--- src/rtl/mmio_bus_pkg.sv ---
// Shared types for the MMIO bus: FSM states, write size codes and the latched request.
// Pure declarations; no logic.
package mmio_bus_pkg;

    typedef enum logic [1:0] {
        ST_IDLE = 2'd0,
        ST_WAIT = 2'd1,
        ST_RESP = 2'd2
    } state_e;

    localparam logic [1:0] WC_BYTE = 2'd0;
    localparam logic [1:0] WC_HALF = 2'd1;
    localparam logic [1:0] WC_WORD = 2'd2;

    typedef struct packed {
        logic [31:0] addr;
        logic        we;
        logic [31:0] wd;
        logic [1:0]  wc;
    } req_t;

    // Index width that stays at least one bit for a single-slave build.
    function automatic int idx_width(input int n);
        return (n > 1) ? $clog2(n) : 1;
    endfunction

endpackage

--- src/rtl/mmio_bus_decoder.sv ---
// Priority address decoder: lowest-index slave whose masked window matches wins.
// Latency: combinational. Backpressure: none.
// Stateless; hit is low when no window matches.
module mmio_bus_decoder
    import mmio_bus_pkg::*;
#(
    parameter int                NSLV     = 4,
    parameter logic [NSLV*32-1:0] SLV_BASE = {32'h0000_3000, 32'h0000_2000, 32'h0000_1000, 32'h0000_0000},
    parameter logic [NSLV*32-1:0] SLV_MASK = {NSLV{32'hFFFF_F000}}
) (
    input  logic [31:0]                  addr,
    output logic                         hit,
    output logic [idx_width(NSLV)-1:0]   idx
);

    localparam int IDXW = idx_width(NSLV);

    // Walk from the top down so the last match written is the lowest index.
    always_comb begin
        hit = 1'b0;
        idx = '0;
        for (int i = NSLV - 1; i >= 0; i--) begin
            if ((addr & SLV_MASK[32*i +: 32]) == SLV_BASE[32*i +: 32]) begin
                hit = 1'b1;
                idx = i[IDXW-1:0];
            end
        end
    end

endmodule

--- src/rtl/mmio_bus.sv ---
// Single-master MMIO bus: decodes, forwards to one slave, returns data or a bus error.
// Latency: hit = 2 cycles min (IDLE->WAIT->RESP), miss = 1 cycle; one access in flight.
// Backpressure: slave holds WAIT via s_ready; MMIO_BUS_TIMEOUT_EN bounds WAIT to TIMEOUT cycles.
module mmio_bus
    import mmio_bus_pkg::*;
#(
    parameter int                 NSLV     = 4,
    parameter logic [NSLV*32-1:0] SLV_BASE = {32'h0000_3000, 32'h0000_2000, 32'h0000_1000, 32'h0000_0000},
    parameter logic [NSLV*32-1:0] SLV_MASK = {NSLV{32'hFFFF_F000}},
    parameter int                 TIMEOUT  = 255
) (
    input  logic                 CLK,
    input  logic                 reset,
    input  logic                 m_req,
    input  logic [31:0]          m_Addr,
    input  logic                 m_WE,
    input  logic [31:0]          m_WD,
    input  logic [1:0]           m_WC,
    output logic                 m_ready,
    output logic [31:0]          m_RD,
    output logic                 m_err,
    output logic [NSLV-1:0]      s_sel,
    output logic [NSLV-1:0]      s_WE,
    output logic [31:0]          s_Addr,
    output logic [31:0]          s_WD,
    output logic [1:0]           s_WC,
    input  logic [NSLV*32-1:0]   s_RD,
    input  logic [NSLV-1:0]      s_ready,
    output logic                 fault_irq,
    output logic [31:0]          fault_addr,
    input  logic                 fault_clr
);

    localparam int IDXW = idx_width(NSLV);

    state_e          state;
    req_t            lat;
    logic [IDXW-1:0] lat_idx;
    logic            dec_hit;
    logic [IDXW-1:0] dec_idx;
    logic            sel_rdy;
    logic [31:0]     sel_rd;
    logic            tmo;
    logic            fault_set;
    logic [31:0]     fault_at;

    mmio_bus_decoder #(
        .NSLV     (NSLV),
        .SLV_BASE (SLV_BASE),
        .SLV_MASK (SLV_MASK)
    ) u_dec (
        .addr (m_Addr),
        .hit  (dec_hit),
        .idx  (dec_idx)
    );

    assign sel_rdy = s_ready[lat_idx];
    assign sel_rd  = s_RD[32*lat_idx +: 32];

`ifdef MMIO_BUS_TIMEOUT_EN
    logic [15:0] wait_cnt;

    // wait_cnt holds the number of completed WAIT cycles, so TIMEOUT-1 marks the last one.
    assign tmo = (state == ST_WAIT) && (wait_cnt == 16'(TIMEOUT - 1));

    always_ff @(posedge CLK or negedge reset) begin
        if (!reset) begin
            wait_cnt <= '0;
        end else if (state == ST_WAIT) begin
            wait_cnt <= wait_cnt + 16'd1;
        end else begin
            wait_cnt <= '0;
        end
    end
`else
    assign tmo = 1'b0;
`endif

    assign m_ready = (state == ST_RESP);
    assign s_Addr  = lat.addr;
    assign s_WD    = lat.wd;
    assign s_WC    = lat.wc;

    always_comb begin
        s_sel = '0;
        if (state == ST_WAIT) begin
            s_sel[lat_idx] = 1'b1;
        end
        s_WE = s_sel & {NSLV{lat.we}};
    end

    // A slave completion in the timeout cycle takes priority over the abort.
    always_comb begin
        fault_set = 1'b0;
        fault_at  = lat.addr;
        if (state == ST_IDLE && m_req && !dec_hit) begin
            fault_set = 1'b1;
            fault_at  = m_Addr;
        end else if (state == ST_WAIT && !sel_rdy && tmo) begin
            fault_set = 1'b1;
        end
    end

    always_ff @(posedge CLK or negedge reset) begin
        if (!reset) begin
            state   <= ST_IDLE;
            lat     <= '0;
            lat_idx <= '0;
            m_RD    <= '0;
            m_err   <= 1'b0;
        end else begin
            case (state)
                ST_IDLE: begin
                    if (m_req) begin
                        lat     <= '{addr: m_Addr, we: m_WE, wd: m_WD, wc: m_WC};
                        lat_idx <= dec_idx;
                        m_RD    <= '0;
                        m_err   <= ~dec_hit;
                        state   <= dec_hit ? ST_WAIT : ST_RESP;
                    end
                end
                ST_WAIT: begin
                    if (sel_rdy) begin
                        m_RD  <= lat.we ? 32'h0 : sel_rd;
                        m_err <= 1'b0;
                        state <= ST_RESP;
                    end else if (tmo) begin
                        m_RD  <= '0;
                        m_err <= 1'b1;
                        state <= ST_RESP;
                    end
                end
                ST_RESP: begin
                    m_RD  <= '0;
                    m_err <= 1'b0;
                    state <= ST_IDLE;
                end
                default: state <= ST_IDLE;
            endcase
        end
    end

    always_ff @(posedge CLK or negedge reset) begin
        if (!reset) begin
            fault_irq  <= 1'b0;
            fault_addr <= '0;
        end else if (fault_set) begin
            fault_irq  <= 1'b1;
            fault_addr <= fault_at;
        end else if (fault_clr) begin
            fault_irq  <= 1'b0;
        end
    end

endmodule

--- config.mk ---
export PLATFORM = sky130hd
export DESIGN_NAME = mmio_bus
export DESIGN_NICKNAME = d
export VERILOG_FILES = /design/src/rtl/mmio_bus_pkg.sv /design/src/rtl/mmio_bus_decoder.sv /design/src/rtl/mmio_bus.sv
export SDC_FILE = /design/constraint.sdc
export NUM_CORES = 1
export LEC_CHECK = 0
export BUFFER_PORTS_ARGS = -buffer_cell sky130_fd_sc_hd__buf_2
export CAP_MARGIN = 20
export CELL_PAD_IN_SITES_DETAIL_PLACEMENT = 1
export CELL_PAD_IN_SITES_GLOBAL_PLACEMENT = 2
export CORE_MARGIN = 10
export CORE_UTILIZATION = 25
export DETAILED_ROUTE_END_ITERATION = 10
export PLACE_DENSITY = 0.83
export SYNTH_ARGS = -nofsm -noshare
export SYNTH_HDL_FRONTEND = slang
export SYNTH_SLANG_ARGS = --single-unit
--- constraint.sdc ---
create_clock -name CLK -period 2 [get_ports CLK]
set_input_delay 0.4 -clock CLK [delete_from_list [all_inputs] [get_ports CLK]]
set_output_delay 0.4 -clock CLK [all_outputs]
set_load 0.05 [all_outputs]
==> results of run 1 <==
==> where the power goes <==
group	internal [mW]	switching (mW)	total (mW)
combinational	1.91	5.40	7.31
clock	1.98	1.24	3.22
sequential	3.77	0.510	4.28
total	7.66	7.15	14.8
==> stage by stage <==
stage / utilization, % / power (mW) / TNS, ns / hold slack [ns]
after floorplan: - / 10.2 / -0.181 / 0.104
after global placement: 32.6 / 11.4 / -0.915 / 0.321
after detailed placement: 32.6 / 11.5 / -2.00 / 0.326
after CTS: 35.8 / 15.0 / -1.93 / 0.136
after global routing: 36.4 / 15.7 / -4.43 / 0.151
final: 36.4 / 14.8 / -2.69 / 0.163
==> logic make-up after synthesis <==
| logic type | synth area share [%] |
|---|---|
| buffers and inverters | 10.4 |
| and+or+nand+nor | 15.8 |
| DFF | 49.4 |
| AOI/OAI and AO/OA | 3.52 |
| adders and majority gates | 0.722 |
| muxes | 20.1 |
==> cell usage in the layout (no fill, tap or decap), types with 4 or more instances in the layout <==
cell type	Yosys	layout
mux2_1	17	14
nand2_1	206	204
dfrtp_1	137	135
nor2_4	0	6
buf_4	66	33
mux2_4	30	33
buf_6	2	8
mux4_2	29	29
buf_12	3	9
clkbuf_16	0	20
buf_8	0	6
nor2b_1	33	33
a22o_1	18	18
buf_2	8	334
clkinvlp_4	0	4
nor4_1	4	4
==> metal layers <==
| layer | up-vias | wire [um] | part of all wire, % |
|---|---|---|---|
| met2 | 222 | 13500 | 51 |
| met5 | - | 7 | 0.026 |
| met1 | 2810 | 11000 | 41 |
| met4 | 2 | 291 | 1.1 |
| met3 | 16 | 1710 | 6.4 |
| li1 | 2622 | - | - |
==> path summary, 6_finish.rpt <==
| check | cells after the start | slack [ns] | startpoint | endpoint |
|---|---|---|---|---|
| worst max register to register | 7 | -0.09 | state[0]$_DFFE_PN0P_ | m_RD[4]$_DFFE_PN0P_ |
| max in group asynchronous | 3 | 0.91 | reset | s_Addr[20]$_DFFE_PN0P_ |
| worst min-delay path | 2 | 0.16 | fault_clr | fault_irq$_DFFE_PN0P_ |
| min in group asynchronous | 2 | 0.48 | reset | m_RD[22]$_DFFE_PN0P_ |
| worst max-delay path | 6 | -0.10 | state[1]$_DFFE_PN0P_ | s_WE[2] |
| worst min register to register | 2 | 0.47 | s_WD[9]$_DFFE_PN0P_ | s_WD[9]$_DFFE_PN0P_ |
==> final cells by class <==
cell class	instances	area share, %
sequential	137	34.8
multi-input combinational	375	29.4
timing repair buffer	397	24.9
tap	372	4.72
clock buffer	19	4.49
clock inverter	11	1.51
inverter	5	0.228
antenna	3	0.0761
==> critical path, stage by stage (launching register included) <==
cell	delay [ns]
dfrtp_1	0.39
inv_2	0.09
ha_4	0.14
or2b_4	0.26
buf_6	0.14
nor2_4	0.12
buf_8	0.16
==> registers in the layout (all words and copies together) (netlist names) <==
name,flops
fault_addr,32
m_RD,32
s_Addr,32
s_WD,32
lat_idx,2
s_WC,2
state,2
fault_irq,1
lat,1
m_err,1
==> timing repair <==
action                                  4_1_cts  5_1_grt
setup buffers                                 3        5
endpoints found under the setup margin       39       57
cloned                                        3        3
pin swaps                                     2        2
hold buffers                                  1        0
resized for setup                            46       11
hold endpoints to repair                     29        0
==> metrics.md, run 1 <==
| Metric | Value |
|---|---|
| Fmax | 475 MHz |
| CTS Buf Count | 17 |
| CTS tree | done |
| Fin worst setup slack | -0.105 ns |
| Ys Warns | 0 |
| RSZ-0062 raised after global routing | yes |
| Core Box Area | 27100 um^2 |
| Total of max-cap violations | 0 |
| GP Congestion | 0.832 |
| Synth area leader | dfrtp_1 |
| DRT iter0 DRCs | 210 |
| Pre-CTS setup slack | -0.0681 ns |
| Port Buf Inserts | 343 |
| Worst-Skew Late Latency | 0.41 ns |
| Top Ports | 344 |
| Status | finished, violations left |
| Remaining global-route overflow | 0 |
| Reg area | 3430 um^2 |
| # nets final | 1140 |
| Worst-path clk slew | 0.06 ns |
| Global-route wire length before repair | 40.0 mm |
| Largest net degree at the start of global routing | 68 |
| Max Fanout on Critical Path | 5 |
| Failing checks | setup timing |
| Fin crit share | 105% |
| Layout cells sized above 1 | 54.1% |
| Worst hold path type | in2reg |
| Top-count cell post-synth | nand2_1 |
| Post-DP HPWL | 20.1 mm |
| Type of origin of the critical path | register |
| Vias per Instance | 4.30 |
| Pleak | 5.13 nW |
| Worst clock skew | 0.00590 ns |
| 1st-pass router iterations | 4 |
| M2 GR Usage | 25.8% |
| Worst setup EP type | primary output |
| Total vias in the final route | 5672 |
| Die width | 187 um |
| Initial antenna violation count | 4 |
| Multi-input logic area | 2900 um^2 |
| Top cell type's share of synthesized area | 49.4% |
| Peak VDD IR | 1.03 mV |
| Top cells by area, synth | dfrtp_1 (49%), nand2_1 (11%), mux4_2 (9.4%) |
| Pins Over Slew Limit | 0 |
| Final setup viols | 38 |
| FILL cells | 3120 |
| Sequential element share of the synthesized area | 49.4% |
| Die Ht | 187 um |
| Htree depth | 4 |
| Clk sinks | 137 |
| Met3 Resource Use GR | 4.86% |
| Post-Synthesis Net Count | 825 |
| Total wire length | 26.5 mm |
| Flops & latches, synth | 137 |
| Cell Count, Final, Fillers Out | 1319 |
| Max-slew headroom | 75.3% |
| Routed len/inst | 20.1 um |
| Top FF cell, synth | dfrtp_1 |
| WS Path Type | reg2out |
| Period minus WS final | 2.10 ns |
| Commonest cells in the netlist | nand2_1 (206), dfrtp_1 (137), buf_4 (66) |
| WP data required | 1.60 ns |
| Post-DRT Antenna Nets | 0 |
| Number of synthesized flops with an enable pin | 0 |
| Mapped Cells | 618 |
| Total GRT Usage | 14.8% |
| Mapped Area | 6940 um^2 |
| DRC | 0 |
| # rows | 60 |
| Area growth from synthesis to layout | 42.3% |
| Async S/R FF share, synth | 100% |
| Post-placement cell area | 8840 um^2 |
| Hold Fails Final Rpt | 0 |
| Root Buffer | clkbuf_16 |
| Design Area, Final | 9870 um^2 |
| Number of global-route vias before repair | 6169 |
| Syn avg cell area | 11.2 um^2 |
| Arrival @ worst endpoint | 1.70 ns |
| Total placed cells including tap cells | 1271 |
| Slew at the pin with the worst max-slew slack | 0.370 ns |
| GR Layer Usage met1 | 17.2% |
| Busiest grt layer | met2 |
| Die area | 34800 um^2 |
| Synth cell types | 35 |
| Longest Clk Path Bufs | 2 |
| PwrDens | 1500 nW/um^2 |
| Initial core utilization | 25.6% |
(Power assumes the default switching activity.)
==> run 2: changes to the inputs <==
--- a/config.mk
+++ b/config.mk
@@ -13,6 +13,7 @@
 export CORE_UTILIZATION = 25
 export DETAILED_ROUTE_END_ITERATION = 10
 export PLACE_DENSITY = 0.83
+export SKIP_CTS_REPAIR_TIMING = 1
 export SYNTH_ARGS = -nofsm -noshare
 export SYNTH_HDL_FRONTEND = slang
 export SYNTH_SLANG_ARGS = --single-unit
==> run 2 against run 1 <==
Compared with the run above: the flow still finishes with violations (setup timing); cell count fell by 0.53%; sequential power barely moved; first-iteration DRC count fell by 0.95%; sequential share of layout area rose by 0.53 points; design area fell by 1.5%; power fell by 0.95%; die area did not move; wire length fell by 1.3%; critical path depth did not move; setup slack got worse by 0.0079 ns.
==> metrics.md, run 2 (synthesis gave the netlist of run 1 again) <==
| Metric | Value |
|---|---|
| Pre-CTS setup slack | -0.0681 ns (unchanged) |
| Area growth from synthesis to layout | 40.1% |
| Internal power | 7.55 mW (-1.4%) |
| # nets final | 1134 (-0.53%) |
| Comb pwr share | 48.9% (-0.5 points) |
| Clock power frac | 22.0% (+0.3 points) |
| # rows | 60 (unchanged) |
| Crit-path cells | inv_2 -> ha_4 -> or2b_4 -> buf_6 -> nor2_4 -> buf_8 |
| Multi-input logic area | 2870 um^2 (-0.99%) |
| Fmax | 473 MHz (-0.37%) |
| Die Ht | 187 um (unchanged) |
| Initial core utilization | 25.6% (unchanged) |
| Crit path max-delay cell type | dfrtp_1 |
| Arrival @ worst endpoint | 1.71 ns (about the same) |
| Status | finished, violations left |
| Commonest non-fill, non-tap cell in the layout | buf_2 |
| Pins Over Slew Limit | 0 (unchanged) |
| Most frequent cells in the layout | buf_2 (334), nand2_1 (204), dfrtp_1 (135), nor2b_1 (33), buf_4 (31) |
| Total vias in the final route | 5641 (-0.55%) |
| GP Congestion | 0.832 (unchanged) |
| Global-route wire length before repair | 39.0 mm (-2.4%) |
| Vias per Instance | 4.30 (about the same) |
| Type of origin of the critical path | register |
| Longest Clk Path Bufs | 2 (unchanged) |
| Clk sinks | 137 (unchanged) |
| Port Buf Inserts | 343 (unchanged) |
| Worst setup EP type | primary output |
| Core Box Area | 27100 um^2 (unchanged) |
| Total wire length | 26.2 mm (-1.3%) |
| Period minus WS final | 2.11 ns (+0.00785 ns) |
| Top Ports | 344 (unchanged) |
| Remaining global-route overflow | 0 (unchanged) |
| Failing checks | setup timing |
| Layout cells sized above 1 | 53.4% (-0.72 points) |
| Total GRT Usage | 14.5% (-0.38 points) |
| WP data required | 1.60 ns (about the same) |
| Htree depth | 4 (unchanged) |
| Post-DP HPWL | 20.1 mm (unchanged) |
| RSZ-0062 raised after global routing | yes |
| Max incr delay on CP | 0.39 ns (about the same) |
| Max Fanout on Critical Path | 5 (unchanged) |
| Worst-Skew Late Latency | 0.41 ns (about the same) |
| Pleak | 5.07 nW (-1.3%) |
| Fin crit share | 106% (+0.39 points) |
| Root Buffer | clkbuf_16 |
| Die width | 187 um (unchanged) |
| Worst clock skew | 0.00537 ns (-0.000531 ns) |
| FILL cells | 3122 (+0.064%) |
| Post-DRT Antenna Nets | 0 (unchanged) |
| Total of max-cap violations | 0 (unchanged) |
| Number of global-route vias before repair | 6075 (-1.5%) |
| Post-placement cell area | 8840 um^2 (unchanged) |
| DRT iter0 DRCs | 208 (-0.95%) |
| WS Path Type | reg2out |
| Share of power burned in registers | 29.1% (+0.2 points) |
| CTS tree | done |
| PwrDens | 1510 nW/um^2 (+0.57%) |
| Switching Fraction | 48.5% (+0.25 points) |
| Worst hold path type | in2reg |
| Hold Fails Final Rpt | 0 (unchanged) |
| Design Area, Final | 9720 um^2 (-1.5%) |
| Peak VDD IR | 1.03 mV (about the same) |
| 1st-pass router iterations | 4 (unchanged) |
| Initial antenna violation count | 3 (-1) |
| Routed len/inst | 20.0 um (-0.79%) |
| Final setup viols | 5 (-87%) |
| Slew at the pin with the worst max-slew slack | 0.371 ns (+0.00117 ns) |
| Largest net degree at the start of global routing | 68 (unchanged) |
| Worst-path clk slew | 0.06 ns (about the same) |
| Max-slew headroom | 75.3% (-0.078 points) |
| Net Switching | 7.12 mW (-0.42%) |
| Die area | 34800 um^2 (unchanged) |
| Fin worst setup slack | -0.113 ns (-0.00785 ns) |
| DRC | 0 (unchanged) |
| Reg area | 3430 um^2 (unchanged) |
| CTS Buf Count | 17 (unchanged) |
[run 2: changes by cell type in the layout (fill, tap and decap cells not counted), sizes merged]
cell    before  now
buf        392  387
bufbuf       1    0
diode        3    2
[run 2: power groups by stage]
stage / Clock [mW] / Sequential [mW] / Combinational (mW)
6_report: 3.23 / 4.28 / 7.17
5_1_grt: 3.53 / 4.41 / 7.59
4_1_cts: 3.36 / 4.29 / 7.17
3_5_place_dp: 0 / 4.31 / 7.17
3_3_place_gp: 0 / 4.27 / 7.08
2_1_floorplan: 0 / 5.43 / 4.80
[run 2: worst max-delay path, delay by kind of cell, from the launching register on]
| family | cells | cell delay [ns] |
|---|---|---|
| AND/OR/NAND/NOR | 2 | 0.40 |
| flip-flops | 1 | 0.39 |
| buffers and inverters | 3 | 0.39 |
| adder cells (fa/ha/maj) | 1 | 0.13 |
[run 2: cell type report]
type / instances / share of cell area [%]
clock buffers: 19 / 4.56
diodes: 2 / 0.0515
inverters: 5 / 0.232
clock inverters: 11 / 1.53
repair buffers: 391 / 24.0
flip-flops and latches: 137 / 35.3
well taps: 372 / 4.79
multi-input cells: 375 / 29.5
[run 2: per-stage QoR]
stage                     TNS, ns  util, %  instances  power (mW)  hold slack (ns)
after floorplan            -0.181        -        618        10.2            0.104
after global placement     -0.915     32.6       1271        11.4            0.321
after detailed placement    -2.00     32.6       1271        11.5            0.326
after CTS                   -3.64     34.8       1301        14.8           -0.128
after global routing       -0.918     35.9       1311        15.5            0.151
final                      -0.434     35.9       1312        14.7            0.162
[run 2: routing by layer]
layer	up-vias	wire, um	global-route usage, %
li1	2608	-	-
met1	2782	10800	17.0
met2	232	13300	24.8
met3	17	1740	4.84
met4	2	306	3.38
met5	-	7	0
[run 2: path summary, 6_finish.rpt]
check                      depth (start not counted)                   start                      to  slack, ns
hold / removal                                     2               fault_clr   fault_irq$_DFFE_PN0P_       0.16
max in group asynchronous                          3                   reset  s_Addr[20]$_DFFE_PN0P_       0.91
hold reg to reg                                    2  s_Addr[11]$_DFFE_PN0P_  s_Addr[11]$_DFFE_PN0P_       0.47
min in group asynchronous                          2                   reset    m_RD[22]$_DFFE_PN0P_       0.48
setup / recovery                                   6    state[1]$_DFFE_PN0P_                 s_WE[2]      -0.11
setup reg to reg                                   6    state[0]$_DFFE_PN0P_    m_RD[14]$_DFFE_PN0P_       0.03
==> run 3: changes to the inputs <==
--- a/config.mk
+++ b/config.mk
@@ -12,7 +12,7 @@
 export CORE_MARGIN = 10
 export CORE_UTILIZATION = 25
 export DETAILED_ROUTE_END_ITERATION = 10
-export PLACE_DENSITY = 0.83
+export PLACE_DENSITY = 0.74
 export SKIP_CTS_REPAIR_TIMING = 1
 export SYNTH_ARGS = -nofsm -noshare
 export SYNTH_HDL_FRONTEND = slang
==> run 3 against run 2 <==
Compared with the run above: non-clock buffer count decreased by 9; clock power is 3% lower; flip-flop and latch count is the same; hold slack worse by 0.015 ns; sequential power about the same; register-to-register slack improved by 0.04 ns; critical path depth is the same; setup slack improved by 0.026 ns; the run still ends with setup timing left; combinational power shrank 2%; global-route usage shrank 0.18 points; sequential share of layout area increased by 0.47 points; count of clock-buffer cells in the layout is 2 lower.
==> metrics.md, run 3 (synthesis gave the netlist of run 1 again) <==
| Metric | Value |
|---|---|
| Status | finished, violations left |
| Failing checks | setup timing |
| Top Ports | 344 (unchanged) |
| WP data required | 1.60 ns (about the same) |
| Clk sinks | 137 (unchanged) |
| Design Area, Final | 9590 um^2 (-1.3%) |
| Core Box Area | 27100 um^2 (unchanged) |
| Max-slew headroom | 72.7% (-2.5 points) |
| Post-placement cell area | 8800 um^2 (-0.42%) |
| Max Fanout on Critical Path | 5 (unchanged) |
| Global-route wire length before repair | 38.8 mm (-0.71%) |
| Port Buf Inserts | 343 (unchanged) |
| GP Congestion | 0.773 (-7.0%) |
| # nets final | 1125 (-0.79%) |
| Worst-path clk slew | 0.07 ns (about the same) |
| Worst-Skew Late Latency | 0.42 ns (about the same) |
| DRT iter0 DRCs | 190 (-8.7%) |
| Initial antenna violation count | 4 (+1) |
| Setup TNS Final | -0.418 ns (+0.0155 ns) |
| Longest Clk Path Bufs | 2 (unchanged) |
| Period minus WS final | 2.09 ns (-0.0264 ns) |
| Design Power | 14.4 mW (-1.5%) |
| Commonest non-fill, non-tap cell in the layout | buf_2 |
| Pre-CTS setup slack | -0.116 ns (-0.0481 ns) |
| Fin worst setup slack | -0.0863 ns (+0.0264 ns) |
| CTS Buf Count | 17 (unchanged) |
| Remaining global-route overflow | 0 (unchanged) |
| 1st-pass router iterations | 4 (unchanged) |
| Peak VDD IR | 0.811 mV (-21%) |
| Crit-path cells | inv_2 -> ha_4 -> or2b_4 -> buf_8 -> nor2_4 -> buf_8 |
| Worst setup EP type | primary output |
| Area growth from synthesis to layout | 38.3% |
| Hold Fails Final Rpt | 0 (unchanged) |
| Cell Count, Final, Fillers Out | 1304 (-0.61%) |
| Worst clock skew | 0.0190 ns (+0.0136 ns) |
| Type of origin of the critical path | register |
| Layout cells sized above 1 | 52.8% (-0.57 points) |
| Die area | 34800 um^2 (unchanged) |
| Htree depth | 4 (unchanged) |
| Total placed cells including tap cells | 1266 (-0.39%) |
| Max incr delay on CP | 0.39 ns (about the same) |
| Fmax | 479 MHz (+1.3%) |
| Pins Over Slew Limit | 0 (unchanged) |
| Post-DRT Antenna Nets | 0 (unchanged) |
| Largest net degree at the start of global routing | 39 (-43%) |
| CP dominant cell by count | buf_8 |
| Die width | 187 um (unchanged) |
| PwrDens | 1510 nW/um^2 (-0.19%) |
| DRC | 0 (unchanged) |
| # rows | 60 (unchanged) |
| Arrival @ worst endpoint | 1.69 ns (-0.02 ns) |
| Number of global-route vias before repair | 6100 (+0.41%) |
| Final setup viols | 7 (+2) |
| RSZ-0062 raised after global routing | yes |
| Total of max-cap violations | 0 (unchanged) |
| WS Path Type | reg2out |
| Total vias in the final route | 5526 (-2.0%) |
| Fin crit share | 104% (-1.3 points) |
| CTS tree | done |
| Most frequent cells in the layout | buf_2 (334), nand2_1 (205), dfrtp_1 (135), nor2b_1 (33), mux2_4 (30) |
| Post-DP HPWL | 20.2 mm (+0.62%) |
| Total GRT Usage | 14.3% (-0.18 points) |
| Total wire length | 25.6 mm (-2.3%) |
| Die Ht | 187 um (unchanged) |
| Vias per Instance | 4.24 (-1.4%) |
| Root Buffer | clkbuf_16 |
| Slew at the pin with the worst max-slew slack | 0.405 ns (+0.0341 ns) |
| WHS | 0.148 ns (-0.0148 ns) |
| Pleak | 5.01 nW (-1.2%) |
| Crit path max-delay cell type | dfrtp_1 |
| Routed len/inst | 19.6 um (-1.7%) |
| Worst hold path type | in2reg |
| Util after Layout | 35.4% (-0.48 points) |
| Initial core utilization | 25.6% (unchanged) |
-- run 3: cell types whose count changed in the layout (fill, tap and decap cells not counted), sizes merged --
cell / change
buf: -7
clkbuf: -4
bufinv: -3
inv: +11
clkinv: -2
clkinvlp: -2
diode: -1
-- run 3: routing by layer --
metal	up-vias	track usage, %	part of all wire [%]
met5	-	0	0.098
met4	4	2.73	0.73
met3	14	4.97	6.8
met2	211	24.3	50
met1	2697	17.1	42
li1	2600	-	-
-- run 3: worst paths after layout --
check | startpoint | to | slack [ns] | cells past startpoint
min in group asynchronous | reset | m_RD[13]$_DFFE_PN0P_ | 0.48 | 2
max reg2reg | state[0]$_DFFE_PN0P_ | m_RD[22]$_DFFE_PN0P_ | 0.07 | 7
max | state[1]$_DFFE_PN0P_ | s_WE[2] | -0.09 | 6
max in group asynchronous | reset | s_WD[13]$_DFFE_PN0P_ | 0.94 | 3
min reg2reg | s_Addr[26]$_DFFE_PN0P_ | s_Addr[26]$_DFFE_PN0P_ | 0.47 | 2
min | fault_clr | fault_irq$_DFFE_PN0P_ | 0.15 | 2
-- run 3: critical path, delay by kind of cell (launching register included) --
family / cells / cell delay, ns
buf+inv: 3 / 0.38
fa+ha+maj: 1 / 0.13
simple gates: 2 / 0.37
flops: 1 / 0.39
-- run 3: power breakdown --
part	internal, mW	total [mW]	switching (mW)	leakage (nW)
Sequential	3.76	4.27	0.506	1.74
Combinational	1.73	7.05	5.32	3.00
Clock	1.67	3.13	1.46	0.278
Total	7.16	14.4	7.28	5.01
-- run 3: cell type report --
cell class,count,area (um^2)
Clock inverter,15,149
Antenna cell,1,2.50
Multi-Input combinational cell,375,2870
Tap cell,372,465
Clock buffer,17,425
Timing Repair Buffer,382,2230
Sequential cell,137,3430
Inverter,5,21.3
Fill cell,3106,17500
